--- src/rtl/serializer_pkg.sv ---
// Shared UART transmit-path definitions: frame width and the bit-counter width
// that the TX FSM, parity calculator and output mux reuse alongside the serializer.
package serializer_pkg;

    localparam int SER_DATA_WIDTH = 8;
    localparam int SER_CNT_WIDTH  = $clog2(SER_DATA_WIDTH);

    typedef logic [SER_DATA_WIDTH-1:0] ser_word_t;
    typedef logic [SER_CNT_WIDTH-1:0]  ser_count_t;

endpackage : serializer_pkg

--- src/rtl/serializer_if.sv ---
// Parallel-load / serial-out bundle between the UART TX FSM side (master)
// and the serializer (slave).
interface serializer_if #(
    parameter int DATA_WIDTH = 8
);

    logic [DATA_WIDTH-1:0] P_DATA;
    logic                  Data_Valid;
    logic                  ser_en;
    logic                  ser_done;
    logic                  ser_data;

    modport master (
        output P_DATA,
        output Data_Valid,
        output ser_en,
        input  ser_done,
        input  ser_data
    );

    modport slave (
        input  P_DATA,
        input  Data_Valid,
        input  ser_en,
        output ser_done,
        output ser_data
    );

endinterface : serializer_if

--- src/rtl/serializer.sv ---
// UART TX parallel-to-serial converter: loads a word while idle and shifts it
// out LSB-first while ser_en is high, flagging the last data bit with ser_done.
module serializer
    import serializer_pkg::*;
#(
    parameter int DATA_WIDTH = SER_DATA_WIDTH
) (
    input  logic          CLK,
    input  logic          RST,
    serializer_if.slave   bus
);

    localparam int                   CNT_WIDTH = $clog2(DATA_WIDTH);
    localparam logic [CNT_WIDTH-1:0] LAST_BIT  = CNT_WIDTH'(DATA_WIDTH - 1);

    logic [DATA_WIDTH-1:0] shreg;
    logic [CNT_WIDTH-1:0]  cnt;

    // Shifting has priority over loading so a frame in flight is never overwritten;
    // dropping ser_en restarts the count but keeps the unsent bits in shreg.
    always_ff @(posedge CLK or negedge RST) begin
        if (!RST) begin
            shreg <= '0;
            cnt   <= '0;
        end else if (bus.ser_en) begin
            shreg <= {1'b0, shreg[DATA_WIDTH-1:1]};
            cnt   <= (cnt == LAST_BIT) ? '0 : cnt + CNT_WIDTH'(1);
        end else begin
            cnt <= '0;
            if (bus.Data_Valid) begin
                shreg <= bus.P_DATA;
            end
        end
    end

    assign bus.ser_data = shreg[0];
    assign bus.ser_done = bus.ser_en & (cnt == LAST_BIT);

endmodule : serializer

--- src/flat_wrapper.sv ---
// flat-port wrapper written by rule: the top's interface ports become plain ports
module serializer_flat import serializer_pkg::*;
#(
    parameter int DATA_WIDTH = SER_DATA_WIDTH
)
  (CLK, RST, bus_P_DATA, bus_Data_Valid, bus_ser_en, bus_ser_done, bus_ser_data);
  serializer_if #(.DATA_WIDTH(DATA_WIDTH)) bus_i ();
  input  logic CLK;
  input  logic RST;
  input wire logic [$bits(bus_i.P_DATA)-1:0] bus_P_DATA;
  input wire logic [$bits(bus_i.Data_Valid)-1:0] bus_Data_Valid;
  input wire logic [$bits(bus_i.ser_en)-1:0] bus_ser_en;
  output wire logic [$bits(bus_i.ser_done)-1:0] bus_ser_done;
  output wire logic [$bits(bus_i.ser_data)-1:0] bus_ser_data;
  assign bus_i.P_DATA = bus_P_DATA;
  assign bus_i.Data_Valid = bus_Data_Valid;
  assign bus_i.ser_en = bus_ser_en;
  assign bus_ser_done = bus_i.ser_done;
  assign bus_ser_data = bus_i.ser_data;
  serializer #(.DATA_WIDTH(DATA_WIDTH)) u_core (.CLK(CLK), .RST(RST), .bus(bus_i));
endmodule
--- config.mk ---
export PLATFORM = sky130hd
export DESIGN_NAME = serializer_flat
export DESIGN_NICKNAME = d
export VERILOG_FILES = /design/src/rtl/serializer_pkg.sv /design/src/rtl/serializer_if.sv /design/src/rtl/serializer.sv /design/src/flat_wrapper.sv
export SDC_FILE = /design/constraint.sdc
export NUM_CORES = 1
export LEC_CHECK = 0
export CAP_MARGIN = 20
export CORE_AREA = 5 5 42 44
export DETAILED_ROUTE_END_ITERATION = 16
export DIE_AREA = 0 0 47 49
export PLACE_DENSITY = 0.76
export SYNTH_ARGS = -nofsm -noshare
export SYNTH_HDL_FRONTEND = slang
export SYNTH_SLANG_ARGS = --single-unit
--- constraint.sdc ---
create_clock -name CLK -period 1.6 [get_ports CLK]
set_clock_uncertainty 0.15 [all_clocks]
set_input_delay 0.4 -clock CLK [delete_from_list [all_inputs] [get_ports CLK]]
set_output_delay 0.4 -clock CLK [all_outputs]
set_load 0.01 [all_outputs]
==> impl_metrics.toml, run 1 <==
[routing]
antenna_left = 0
vias_per_cell = 4.645
wl_per_cell_um = 11.34
drc = 0
vias = 353
first_iter_violations = 2
drt_wl_total_um = 862
dr.pass1.iters = 2

[pwr]
p_switching_uw = 145.8
p_clk_frac = 0.305
p_per_area_nw_per_um2 = 861.0
netSwitchingFraction = 0.2382
p_leak_uw = 0.0003269
peakVddDrop_v = 0.0004480
power.total_uw = 611.9
seq_power_share = 0.526
p_int_uw = 466.1
pwr-share-comb = 0.169

[critical_path]
worstSetupPathType = "register to output port"
crit_required_ns = 1.05
r2r_setup_slack_ns = 0.40
startpoint_type = "register"
end_kind = "output port"
r2r_cells = 3
rr_endpoint = "u_core.cnt[2]"
crit_fanout = 2
rr_startpoint = "u_core.cnt[0]"
crit_arrival_ns = 1.24

[sta]
grt_setup_unrepaired = "true"
relSlewSlack = 0.6759
report.final.slew_viol_count = 0
tightest_slew_ns = 0.4846
hold_viol_final = 0
setup_ws_ns = -0.1856
min_period_over_period = 1.116
timing.final.crit_period_ns = 1.786
fmax_ghz = 0.5600
setup_viol = 1
whs_ns = 0.3074

[cts]
worstSkewPairLatency_ns = 0.27
cts_hold_buf = 0
cts_sinks = 11
htreeDepth = 1
cts-root-buf = "clkbuf_4"
numCtsBuffers = 3
clockBufferDepth = 2
path_clk_slew_ns = 0.07
cts_tree = "yes"

[finish]
syn_to_final_growth_pct = 41.65
antenna-diode-count = 0
layout.cells.non_filler = 76
finalCoreUtilization = 0.5071
drive_gt1_frac = 0.1667
fin_nets = 75

[die]
die_w_um = 47
ios = 14
die_h_um = 49
core_area_um2 = 1401
start_util = 0.3580
rows = 14
die-area_um2 = 2303

[global_routing]
grt_max_degree = 19
antenna_found_initial = 0
grt_pass1_vias = 329
overflow = 0
grt_usage = 0.08494
grt_pass1_wl_um = 1359

[synth]
synth.area.top_cells = "dfrtp_1 55%, mux2i_1 16%, o21ai_1 7.0%"
synth.distinct_cells = 10
syn_inst = 43
yosys_warnings = 0
syn_avg_cell_area_um2 = 11.67
yosysSeqAreaShare = 0.5486
synth_fp_nets = 57
yosysTopAreaCell = "dfrtp_1"
syn_area_um2 = 501.7
synth_top_area_share = 0.5486
synth_seq_cells = 11

[placed_design]
io_buffers = 13
pre_cts_ws_ns = -0.4846
place_congestion = 0.6586
dp_hpwl_um = 601.4
placedCellCount = 71

[status]
violations = "setup timing"
status = "complete, but fails checks"

[job]
drv_cap = 0

[worst_hold_path]
hold_path_class = "primary input to async pin"
[Yosys cell counts, drive strengths merged]
cell type   n
dfrtp      11
mux2i       8
nand2       7
o21ai       7
and2        3
buf         3
ha          2
nor2        1
nor3b       1
[state kept, by name, summed over array words and instances (netlist names)]
name	flops
u_core.cnt	3
u_core.shreg	8
[timing repair]
action | in CTS | in global routing
resized for setup | 10 | 1
cloned | 0 | 0
pin swaps | 3 | 0
setup endpoints to repair | 2 | 1
setup buffers | 1 | 0
[cell families (layout without fill, tap and decap cells)]
kind of cell | after synthesis | count (layout) | share of synthesized area
muxes | 8 | 8 | 0.1596
DFF | 11 | 11 | 0.5486
adders and majority gates | 2 | 2 | 0.04987
and+or+nand+nor | 12 | 12 | 0.1122
AOI/OAI and AO/OA | 7 | 7 | 0.06982
buffers and inverters | 3 | 20 | 0.05985
[power groups by stage]
stage          registers (uW)  clock network, uW  logic (uW)
2_1_floorplan             324                  0        52.1
3_3_place_gp              324                  0        98.8
3_5_place_dp              325                  0         101
4_1_cts                   320                194         104
5_1_grt                   326                210         117
6_report                  322                187         103
[worst max-delay path: stages (launching register included)]
cell	delay, ns
dfrtp_1	0.40
ha_4	0.17
ha_4	0.15
and2_4	0.13
buf_6	0.11
[area by class of cell]
type	instances	area (um2)
clock buffers	4	26.28
multi-input cells	29	224.0
fillers	145	690.7
well taps	16	20.02
repair buffers	16	165.2
flip-flops and latches	11	275.3
[per-stage QoR]
stage	setup TNS, ns	cell area, um2
5_1_grt	-0.2283	710.7
6_report	-0.1856	710.7
2_1_floorplan	0	501.7
3_5_place_dp	-0.4878	649.4
4_1_cts	-0.1920	700.7
3_3_place_gp	-0.4714	649.4
[worst max path at each step]
stage,slack [ns],from,cells past startpoint,endpoint
floorplan,0.15,u_core.cnt[0],3,bus_ser_done
global placement,-0.47,bus_ser_en,3,bus_ser_done
detailed placement,-0.48,bus_ser_en,3,bus_ser_done
CTS,-0.19,u_core.cnt[0],4,bus_ser_done
global route,-0.23,u_core.cnt[0],4,bus_ser_done
finish,-0.19,u_core.cnt[0],4,bus_ser_done
[metal layers]
layer	share of wire	GRT usage
met5	0	0
met2	0.46	0.09955
met1	0.45	0.1216
met4	0.0070	0.06912
met3	0.088	0.02583
[placed cells by master, fill, tap and decap left out]
cell             instances
clkdlybuf4s50_1         11
dfrtp_1                 11
mux2i_1                  8
nand2_1                  7
o21ai_1                  7
clkbuf_4                 3
and2_1                   2
ha_4                     2
buf_4                    2
and2_4                   1
nor3b_1                  1
nor2_1                   1
clkbuf_1                 1
dlygate4sd2_1            1
buf_6                    1
buf_12                   1
Note: power is estimated with default switching activity, not from simulation.
==> run 2: changes to the inputs <==
- CTS_CLUSTER_SIZE: default -> 16
- clock period: 1.6 -> 2.1 ns (I/O delays scaled with it)
==> run 2 against run 1 <==
Net effect: sequential power is 24% lower; utilization shrank 4.1 points; clock power shrank 24%; power down 25%; critical path type unchanged; the run now ends clean; register-to-register slack better by 0.46 ns; global-route usage grew 1.4 points; first-iteration DRC count decreased by 50%; non-clock buffer count shrank 2; cell count shrank 2.6%; clock-buffer cell count unchanged; sequential share of layout area grew 3.4 points; combinational power shrank 30%.
==> impl_metrics.toml, run 2 (synthesized netlist as in run 1, its figures left out) <==
[status]
status = "finished clean"

[sta]
tightest_slew_ns = 0.4783
report.final.slew_viol_count = 0
whs_ns = 0.3129
setup_viol = 0
hold_viol_final = 0
min_period_over_period = 0.9467
fmax_ghz = 0.5030
timing.final.crit_period_ns = 1.988
grt_setup_unrepaired = "false"
relSlewSlack = 0.6802

[pwr]
power.total_uw = 458.4
peakVddDrop_v = 0.0002317
p_leak_uw = 0.0003097
p_per_area_nw_per_um2 = 701.9

[cts]
cts-root-buf = "clkbuf_4"
worstSkewPairLatency_ns = 0.27
clockBufferDepth = 2
cts_sinks = 11
path_clk_slew_ns = 0.06
numCtsBuffers = 3
htreeDepth = 1
cts_tree = "yes"

[finish]
largest_reg_flops = 8
max_flop_register = "u_core.shreg"
drive_gt1_frac = 0.1034
syn_to_final_growth_pct = 30.17
reg.largest.list = "u_core.shreg (8), u_core.cnt (3)"
final_cell_mix = "12 x clkdlybuf4s50_1, 11 x dfrtp_1, 8 x mux2i_1, 7 x nand2_1, 7 x o21ai_1"
antenna-diode-count = 0
finalCoreUtilization = 0.4661
final_common_cell = "clkdlybuf4s50_1"
fin_nets = 73

[placed_design]
io_buffers = 13
place_congestion = 0.6673
dp_hpwl_um = 678.7

[die]
die-area_um2 = 2303
core_area_um2 = 1401
start_util = 0.3580
die_w_um = 47
die_h_um = 49
rows = 14
ios = 14

[routing]
vias = 356
wl_per_cell_um = 12.08
first_iter_violations = 1
vias_per_cell = 4.811
dr.pass1.iters = 4
drc = 0
antenna_left = 0
drt_wl_total_um = 894

[global_routing]
overflow = 0
grt_usage = 0.09900
grt_pass1_vias = 345
grt_pass1_wl_um = 1531
grt_max_degree = 19
antenna_found_initial = 0

[critical_path]
cpMaxStageDelayCell = "dfrtp_1"
path_buf_inv = 1
crit_family = "flip-flops"
crit_path_cell_trace = "ha_2 > ha_1 > and2_1 > buf_2"
worstSetupPathType = "register to output port"
slowest_delay_ns = 0.39
crit_fanout = 2
startpoint_type = "register"
end_kind = "output port"
crit_required_ns = 1.42
crit_arrival_ns = 1.31

[job]
drv_cap = 0

[worst_hold_path]
hold_path_class = "register to register"
## run 2: layout make-up
type	count	area, um2
Tap cell	16	20.02
Fill cell	150	748.2
Clock buffer	4	26.28
Multi-Input combinational cell	29	198.9
Timing Repair Buffer	14	132.6
Sequential cell	11	275.3
## run 2: where the power goes
| part | internal, uW | switching (uW) |
|---|---|---|
| clock | 73.5 | 68.1 |
| sequential | 234 | 11.2 |
| combinational | 42.5 | 29.4 |
| total | 350 | 109 |
## run 2: what timing repair did
action	in CTS	in global routing
setup endpoints to repair	1	1
setup buffers	0	0
resized for setup	4	1
hold buffers	0	0
## run 2: metrics by stage
stage | setup WS (ns) | cells | cell area, um2 | setup TNS, ns
floorplan | 0.4749 | 43 | 501.7 | 0
global placement | -0.2198 | 70 | 629.4 | -0.2198
detailed placement | -0.2142 | 70 | 629.4 | -0.2142
CTS | 0.0005672 | 74 | 659.4 | 0
global route | 0.03168 | 74 | 653.1 | 0
finish | 0.1120 | 74 | 653.1 | 0
## run 2: worst paths after layout
kind                                from              end  slack (ns)  depth (start not counted)
max                        u_core.cnt[0]     bus_ser_done        0.11                          4
min                        u_core.cnt[0]    u_core.cnt[0]        0.31                          1
max reg2reg                u_core.cnt[0]    u_core.cnt[2]        0.86                          3
min reg2reg                u_core.cnt[0]    u_core.cnt[0]        0.31                          1
max in group asynchronous            RST    u_core.cnt[0]        1.04                          1
min in group asynchronous            RST  u_core.shreg[2]        0.43                          1
## run 2: metal layers
| layer | vias to the layer above | GRT usage | routed length [um] |
|---|---|---|---|
| met1 | 164 | 0.1276 | 396 |
| met4 | 0 | 0.09677 | 26 |
| met5 | - | 0 | 0 |
| met3 | 4 | 0.02214 | 63 |
| li1 | 177 | - | - |
| met2 | 11 | 0.1267 | 409 |
## run 2: worst reg2reg max path, delay by kind of cell (launching register included)
kind / cells / cell delay [ns]
fa+ha+maj: 2 / 0.45
flops: 1 / 0.39
simple gates: 1 / 0.15
==> run 3: changes to the inputs <==
- CTS_BUF_LIST: default -> sky130_fd_sc_hd__clkbuf_4
- REMOVE_ABC_BUFFERS: default -> 1
- clock period: 2.1 -> 2.12 ns (I/O delays scaled with it)
==> run 3 against run 2 <==
Net effect: die area unchanged; setup slack improved by 0.031 ns; cell count up 1.4%; critical path depth is the same; sequential cell count did not move; sequential power hardly changed; clock-buffer cell count unchanged; highest routed layer unchanged.
==> impl_metrics.toml, run 3 (synthesized netlist as in run 1, its figures left out) <==
[sta]
report.final.slew_viol_count = 0
min_period_over_period = 0.9328
whs_ns = 0.2895
setup_viol = 0
relSlewSlack = 0.6814
timing.final.crit_period_ns = 1.977
grt_setup_unrepaired = "false"
tightest_slew_ns = 0.4764
setup_ws_ns = 0.1425
fmax_ghz = 0.5057
hold_viol_final = 0

[critical_path]
path_buf_inv = 1
crit_required_ns = 1.44
startpoint_type = "register"
crit_arrival_ns = 1.30
cpMaxStageDelayCell = "dfrtp_1"
crit_family = "adder cells"
path_common_cell = "ha_1"
crit_fanout = 2
end_kind = "output port"
crit_path_cell_trace = "ha_1 > ha_1 > and2_1 > clkbuf_2"
slowest_delay_ns = 0.38
worstSetupPathType = "register to output port"

[cts]
cts-root-buf = "clkbuf_4"
worstSkewPairLatency_ns = 0.26
cts_hold_buf = 0
htreeDepth = 1
cts_sinks = 11
clockBufferDepth = 2
cts_tree = "yes"
numCtsBuffers = 3
path_clk_slew_ns = 0.06

[pwr]
power.total_uw = 462.2
peakVddDrop_v = 0.0004149
p_leak_uw = 0.0003192
p_per_area_nw_per_um2 = 698.3

[finish]
reg.largest.list = "u_core.shreg (8), u_core.cnt (3)"
layout.cells.non_filler = 75
final_cell_mix = "12 x clkdlybuf4s50_1, 11 x dfrtp_1, 8 x mux2i_1, 7 x nand2_1, 7 x o21ai_1"
post-route-cell-area_um2 = 661.9
final_common_cell = "clkdlybuf4s50_1"
largest_reg_flops = 8
fin_nets = 74
antenna-diode-count = 0
syn_to_final_growth_pct = 31.92
drive_gt1_frac = 0.1186
max_flop_register = "u_core.shreg"

[routing]
antenna_left = 0
wl_per_cell_um = 11.32
drt_wl_total_um = 849
vias = 352
vias_per_cell = 4.693
first_iter_violations = 5
drc = 0
dr.pass1.iters = 4

[placed_design]
io_buffers = 13
place_congestion = 0.6873
placedCellCount = 71
placed_area_um2 = 636.9
pre_cts_ws_ns = -0.2373

[die]
rows = 14
die_h_um = 49
core_area_um2 = 1401
die-area_um2 = 2303
start_util = 0.3580
die_w_um = 47
ios = 14

[global_routing]
grt_pass1_wl_um = 1352
gr-max-usage-layer = "met2"
use_met3 = 0.02214
grt_max_degree = 19
antenna_found_initial = 0
grt_pass1_vias = 328
grt_use_met2 = 0.1290
overflow = 0
grt_usage = 0.08357
met1_usage = 0.09655

[job]
drv_cap = 0

[status]
status = "finished clean"

[worst_hold_path]
hold_path_class = "register to register"
==> run 3: changes by cell type in the layout (fill, tap and decap cells not counted) <==
cell and delta:
buf_2 -1, buf_4 +1, clkbuf_1 -1, clkbuf_2 +1
clkbuf_4 +1, ha_1 +1, ha_2 -1
==> run 3: worst paths after layout <==
check,from,endpoint,slack (ns),depth (start not counted)
worst max-delay path,u_core.cnt[0],bus_ser_done,0.14,4
worst min-delay path,u_core.cnt[0],u_core.cnt[0],0.29,1
worst max register to register,u_core.cnt[0],u_core.cnt[2],0.85,3
worst min register to register,u_core.cnt[0],u_core.cnt[0],0.29,1
max in group asynchronous,RST,u_core.cnt[1],1.05,1
min in group asynchronous,RST,u_core.shreg[3],0.45,1
==> run 3: per-stage QoR <==
stage / util / setup TNS [ns]
after floorplan: - / 0
after global placement: 0.4545 / -0.2302
after detailed placement: 0.4545 / -0.2373
after CTS: 0.4759 / 0
after global routing: 0.4723 / 0
final: 0.4723 / 0
==> run 3: where the power goes <==
group	leakage [uW]	internal, uW	switching, uW
combinational	0.000160	43.1	29.7
sequential	0.000140	231	10.2
clock	0.0000184	85.4	62.3
==> run 3: layout make-up <==
type,count,area [um2]
fillers,141,739.5
well taps,16,20.02
flip-flops and latches,11,275.3
multi-input cells,29,196.4
repair buffers,15,140.1
clock buffers,4,30.03
==> run 3: repair_timing <==
item	in CTS	in global routing
buffers inserted	0	0
endpoints found under the setup margin	1	1
gates resized for setup	2	1
==> run 3: routing by layer <==
metal | part of all wire | wire length, um
met2 | 0.48 | 409
met3 | 0.071 | 60
met4 | 0.011 | 9
met1 | 0.43 | 369
met5 | 0 | 0
